===== src/rtl/fetch_stage0_pkg.sv =====
// Shared definitions for the fetch stage: FSM encodings, bundle field
// positions and the default reset PC.
package fetch_stage0_pkg;

  typedef enum logic [1:0] {
    S_IDLE  = 2'd0,
    S_FETCH = 2'd1,
    S_HOLD  = 2'd2,
    S_DRAIN = 2'd3
  } fetch_state_e;

  localparam int BND_VALID = 32;
  localparam int BND_PC_HI = 31;
  localparam int BND_PC_LO = 16;
  localparam int BND_RI_HI = 15;
  localparam int BND_RI_LO = 8;

  localparam logic [15:0] RESET_PC_DEF = 16'h0000;

endpackage


===== src/rtl/fetch_stage0_pc_unit.sv =====
// Program counter: redirect load beats increment; arithmetic wraps modulo
// 2^ADDR_W.
module pc_unit #(
  parameter int                ADDR_W   = 16,
  parameter logic [ADDR_W-1:0] RESET_PC = '0
) (
  input  logic              clk,
  input  logic              clr,
  input  logic              load,
  input  logic [ADDR_W-1:0] target,
  input  logic              inc,
  output logic [ADDR_W-1:0] pc
);

  logic [ADDR_W-1:0] pc_r;

  // PC register with synchronous clear, redirect load and increment
  always_ff @(posedge clk) begin
    if (clr) begin
      pc_r <= RESET_PC;
    end else if (load) begin
      pc_r <= target;
    end else if (inc) begin
      pc_r <= pc_r + ADDR_W'(1);
    end else begin
      pc_r <= pc_r;
    end
  end

  assign pc = pc_r;

endmodule


===== src/rtl/fetch_stage0.sv =====
// Instruction fetch stage: req/ack fetch FSM, one-entry output buffer feeding
// the stage 0/1 register, with stall, branch redirect and run/halt gating.
module fetch_stage0
  import fetch_stage0_pkg::*;
#(
  parameter int                ADDR_W   = 16,
  parameter int                INSTR_W  = 16,
  parameter logic [ADDR_W-1:0] RESET_PC = RESET_PC_DEF
) (
  input  logic                      clk,
  input  logic                      clr,
  input  logic                      run,
  input  logic                      stall,
  input  logic                      br_taken,
  input  logic [ADDR_W-1:0]         br_target,
  output logic                      imem_req,
  output logic [ADDR_W-1:0]         imem_addr,
  input  logic                      imem_ack,
  input  logic [INSTR_W-1:0]        imem_data,
  output logic [ADDR_W+INSTR_W:0]   bundle,
  output logic                      c_left
);

  localparam int BW = 1 + ADDR_W + INSTR_W;
  localparam int VB = BW - 1;

  fetch_state_e      state_r, state_s;
  logic [BW-1:0]     bundle_r, bundle_s;
  logic [ADDR_W-1:0] drain_addr_r, drain_addr_s;
  logic [ADDR_W-1:0] pc_s;
  logic              pc_load_s, pc_inc_s;
  logic              req_s;
  logic [ADDR_W-1:0] addr_s;
  logic              c_ok_s, go_s;

  pc_unit #(
    .ADDR_W  (ADDR_W),
    .RESET_PC(RESET_PC)
  ) u_pc (
    .clk   (clk),
    .clr   (clr),
    .load  (pc_load_s),
    .target(br_target),
    .inc   (pc_inc_s),
    .pc    (pc_s)
  );

  // c_ok_s ignores redirect so an outstanding request is not dropped by br_taken
  assign c_ok_s = bundle_r[VB] & ~stall;
  assign go_s   = ~bundle_r[VB] | c_ok_s;
  assign c_left = c_ok_s & ~br_taken;

  // Next-state, buffer update and memory request decode
  always_comb begin
    state_s      = state_r;
    bundle_s     = bundle_r;
    drain_addr_s = drain_addr_r;
    pc_load_s    = 1'b0;
    pc_inc_s     = 1'b0;
    req_s        = 1'b0;
    addr_s       = pc_s;

    if (c_left) begin
      bundle_s[VB] = 1'b0;
    end else begin
      bundle_s[VB] = bundle_r[VB];
    end

    case (state_r)
      S_IDLE: begin
        if (br_taken) begin
          pc_load_s    = 1'b1;
          bundle_s[VB] = 1'b0;
          state_s      = run ? S_FETCH : S_IDLE;
        end else if (run) begin
          state_s = go_s ? S_FETCH : S_HOLD;
        end else begin
          state_s = S_IDLE;
        end
      end
      S_FETCH: begin
        req_s = go_s;
        if (br_taken) begin
          pc_load_s    = 1'b1;
          bundle_s[VB] = 1'b0;
          // Only a request still in flight needs draining
          if (imem_ack || !go_s) begin
            state_s = S_FETCH;
          end else begin
            state_s      = S_DRAIN;
            drain_addr_s = pc_s;
          end
        end else if (!go_s) begin
          state_s = S_HOLD;
        end else if (imem_ack) begin
          bundle_s = {1'b1, pc_s, imem_data};
          pc_inc_s = 1'b1;
          state_s  = run ? S_FETCH : S_IDLE;
        end else begin
          state_s = S_FETCH;
        end
      end
      S_HOLD: begin
        if (br_taken) begin
          pc_load_s    = 1'b1;
          bundle_s[VB] = 1'b0;
          state_s      = run ? S_FETCH : S_IDLE;
        end else if (c_left) begin
          state_s = run ? S_FETCH : S_IDLE;
        end else begin
          state_s = S_HOLD;
        end
      end
      S_DRAIN: begin
        req_s  = 1'b1;
        addr_s = drain_addr_r;
        if (br_taken) begin
          pc_load_s    = 1'b1;
          bundle_s[VB] = 1'b0;
        end else begin
          pc_load_s = 1'b0;
        end
        if (imem_ack) begin
          state_s = run ? S_FETCH : S_IDLE;
        end else begin
          state_s = S_DRAIN;
        end
      end
      default: begin
        state_s = S_IDLE;
      end
    endcase
  end

  // State, output buffer and drain address registers
  always_ff @(posedge clk) begin
    if (clr) begin
      state_r      <= S_IDLE;
      bundle_r     <= '0;
      drain_addr_r <= '0;
    end else begin
      state_r      <= state_s;
      bundle_r     <= bundle_s;
      drain_addr_r <= drain_addr_s;
    end
  end

  assign imem_req  = req_s;
  assign imem_addr = addr_s;
  assign bundle    = bundle_r;

endmodule


===== config.mk =====
export PLATFORM = sky130hd
export DESIGN_NAME = fetch_stage0
export DESIGN_NICKNAME = d
export VERILOG_FILES = /design/src/rtl/fetch_stage0_pkg.sv /design/src/rtl/fetch_stage0_pc_unit.sv /design/src/rtl/fetch_stage0.sv
export SDC_FILE = /design/constraint.sdc
export NUM_CORES = 1
export LEC_CHECK = 0
export CAP_MARGIN = 20
export CORE_MARGIN = 8
export CORE_UTILIZATION = 25
export CTS_BUF_LIST = sky130_fd_sc_hd__clkbuf_4
export CTS_CLUSTER_DIAMETER = 80
export CTS_CLUSTER_SIZE = 8
export DETAILED_ROUTE_END_ITERATION = 8
export GPL_ROUTABILITY_DRIVEN = 0
export PLACE_DENSITY = 0.52
export SLEW_MARGIN = 30
export SYNTH_ARGS = -nofsm -noshare
export SYNTH_HDL_FRONTEND = slang
export SYNTH_SLANG_ARGS = --single-unit

===== constraint.sdc =====
create_clock -name clk -period 1.75 [get_ports clk]
set_input_delay 0.2625 -clock clk [delete_from_list [all_inputs] [get_ports clk]]
set_output_delay 0.2625 -clock clk [all_outputs]
set_load 0.01 [all_outputs]

==> results.py <==
metrics = {
    "timing": {
        "hold_slack_ns": 0.2996,
        "fmax_mhz": 542.8,
        "final.min_clock_period_ns": 1.842,
        "hold_viol_final": 0,
        "worstMarginPinSlew_ns": 0.3439,
        "skew_ns": 0.01669,
        "worst_slack_ns": -0.09217,
        "setup_viol": 27,
        "rsz0062_at_grt": "true",
        "fin_crit_sh": 1.053,
        "max_slew_margin": 0.7686,
        "slew_violations": 0,
    },
    "clocking": {
        "clk_latency_ns": 0.41,
        "htree_num_levels": 3,
        "clkTransAtPathRegs_ns": 0.13,
        "hold_buffers": 0,
        "cts_root_buf": "clkbuf_4",
        "cts_buffer_depth": 2,
        "cts-buffers-inserted": 9,
        "cts_sinks": 67,
        "cts_tree": "built",
    },
    "layout": {
        "num-nets-final": 521,
        "instances_no_fill": 635,
        "syn_to_final_growth_pct": 58.24,
        "seq_area_sq_mm": 0.001351,
        "nFillCells": 1206,
        "multi_input_area_sq_mm": 0.001648,
        "drive_gt1_frac": 0.2464,
    },
    "setup_path": {
        "critPathKind": "reg -> out",
        "crit_family": "flip-flops",
        "slowest_stage": "dfxtp_4",
        "path_cells": "nand2_8, buf_12, buf_6, mux2_4, buf_6",
        "critPathBufInv": 3,
        "crit_required_ns": 1.49,
        "r2r_setup_slack_ns": -0.07,
        "crit_path_start_kind": "register",
        "cp-end-kind": "output pin",
        "cpMostUsedCell": "buf_6",
        "cp_slowest_stage_delay_ns": 0.40,
        "cp_max_fo": 5,
        "arrival_ns": 1.58,
    },
    "floorplanning": {
        "core-area_sq_mm": 0.01186,
        "die_width_um": 125.6,
        "pin_count": 89,
        "die_y_um": 125.6,
        "row_count": 40,
        "dieArea_sq_mm": 0.01579,
        "initial_core_util": 0.2534,
    },
    "logic_synthesis": {
        "ys_types": 36,
        "ys_seq_area_frac": 0.4463,
        "netlist_instances": 360,
        "yosys-top-cells-count": "nand2_1 (74), dfxtp_1 (67), a21oi_1 (38)",
        "async_flop_share": 0,
        "avgSynthCellArea_sq_um": 8.348,
        "synth_nets": 399,
        "ys_seq_elements": 67,
        "netlist_area_sq_mm": 0.003005,
        "yosysWarnings": 0,
        "synth-edff-count": 0,
        "synth_top_area_cell": "dfxtp_1",
        "ys_top_cells_by_area": "dfxtp_1 (45%), nand2_1 (9.2%), a21oi_1 (6.3%)",
        "synth_most_common_cell": "nand2_1",
        "synth_top_area_share": 0.4463,
        "ys.flop_type": "dfxtp_1",
    },
    "grt": {
        "grt_usage": 0.1221,
        "grt_pass1_vias": 2981,
        "overflow": 0,
        "grt_max_degree": 69,
        "grt_pass1_wl_mm": 15.55,
        "antenna_found_initial": 1,
    },
    "route": {
        "first_iter_violations": 123,
        "first_pass_iters": 4,
        "post_drt_wl_per_cell_um": 15.13,
        "wl_mm": 9.609,
        "via_per_inst": 4.609,
        "vias": 2927,
        "final_antenna_net_count": 0,
        "drc": 0,
    },
    "placement": {
        "portBuffers": 88,
        "dp.cells": 604,
        "place_ws_ns": -0.3779,
        "dp_hpwl_mm": 6.721,
    },
    "power": {
        "peakVddDrop_mv": 0.2515,
        "power_switching_uw": 899.9,
        "p_int_uw": 2356,
        "comb_power_share": 0.188,
        "switching_share": 0.2764,
        "power_frac_clock": 0.313,
        "p_total_uw": 3256,
        "p_seq_frac": 0.499,
        "p_leak_uw": 0.001920,
        "power_density_mw_per_mm2": 684.6,
    },
    "hold_path": {
        "hold_class": "in -> reg",
    },
    "outcome": {
        "status": "finished with violations",
        "violations": "setup timing",
    },
    "run": {
        "cap_violations": 0,
    },
}
cell type report:
class / instances / area share
Clock buffer: 9 / 0.01421
Clock inverter: 7 / 0.01421
Sequential cell: 67 / 0.2841
Antenna cell: 1 / 0.0005262
Multi-Input combinational cell: 258 / 0.3465
Inverter: 4 / 0.003157
Tap cell: 147 / 0.03867
Timing Repair Buffer: 142 / 0.2986
per-layer routing:
metal,track usage,vias to the layer above,part of all wire
met2,0.1996,79,0.45
met3,0.04388,12,0.071
met4,0.04728,0,0.019
li1,-,1492,-
met5,0,-,0
met1,0.1430,1344,0.46
worst min-delay path: stages:
cell,delay [ns]
buf_2,0.13
or3_1,0.11
or4_1,0.10
nand3_1,0.06
flip-flops by register name, indices dropped and copies added, names as in the netlist:
register and cells:
drain_addr_r 16, u_pc.pc 16, state_r 2, bundle 33
cell usage in the layout (no fill, tap or decap), types with 3 or more instances in the layout:
master           netlist  final
a211oi_1               7      7
a21oi_1               38     38
a311oi_1               5      5
and3_1                 3      3
and4_1                 3      3
buf_12                 0      4
buf_4                  0     39
buf_6                  1     24
clkbuf_4               0      9
clkdlybuf4s50_1        0     69
dfxtp_1               67     63
inv_1                  4      4
mux2_4                 0     16
mux2i_1               17     17
nand2_1               74     72
nand3_1                7      5
nand4_1                6      6
nor2_1                32     32
nor3_1                 3      3
nor3b_1                3      3
nor4_1                 3      3
o21ai_0                6      6
o31a_1                 3      3
o31ai_1                4      4
or3_1                  4      3
or4_1                  6      3
or4_4                  0      3
xnor2_1                3      3
xor2_1                 3      3
power by group through the flow:
| stage | clock [uW] | sequential (uW) | combinational [uW] |
|---|---|---|---|
| floorplan | 0 | 1650 | 236 |
| global placement | 0 | 1650 | 536 |
| detailed placement | 0 | 1660 | 538 |
| CTS | 1060 | 1620 | 605 |
| global route | 1120 | 1630 | 667 |
| finish | 1020 | 1620 | 613 |
through the flow:
step	cell area (sq um)	utilization	TNS, ns
6_report	4756	0.4009	-1.406
5_1_grt	4756	0.4009	-3.181
4_1_cts	4668	0.3936	-1.590
3_5_place_dp	4287	0.3614	-10.88
3_3_place_gp	4287	0.3614	-8.769
2_1_floorplan	3018	-	-0.07405
logic make-up (layout without fill, tap and decap cells):
group / count (synthesis) / in the layout / share of synthesized area
simple gates: 151 / 151 / 0.2327
compound gates: 67 / 67 / 0.1341
flops: 67 / 67 / 0.4463
buf+inv: 35 / 162 / 0.04871
mux: 33 / 33 / 0.1166
xor+xnor: 6 / 6 / 0.01749
fa+ha+maj: 1 / 1 / 0.004163
other cells: 0 / 1 / 0
what timing repair did:
item | in CTS | in global routing
buffers inserted | 9 | 3
gates resized for setup | 112 | 21
endpoints found under the setup margin | 25 | 44
pin swaps | 3 | 4
gates cloned | 2 | 1
endpoints found under the hold margin | 0 | 0
worst paths after layout:
kind / from / end / depth (start not counted)
max reg2reg: state_r[1] / u_pc.pc[10] / 5
min reg2reg: bundle[16] / bundle[16] / 2
max: state_r[1] / imem_addr[12] / 5
min: clr / u_pc.pc[13] / 4
No activity file was read; power rests on OpenSTA's default activity.
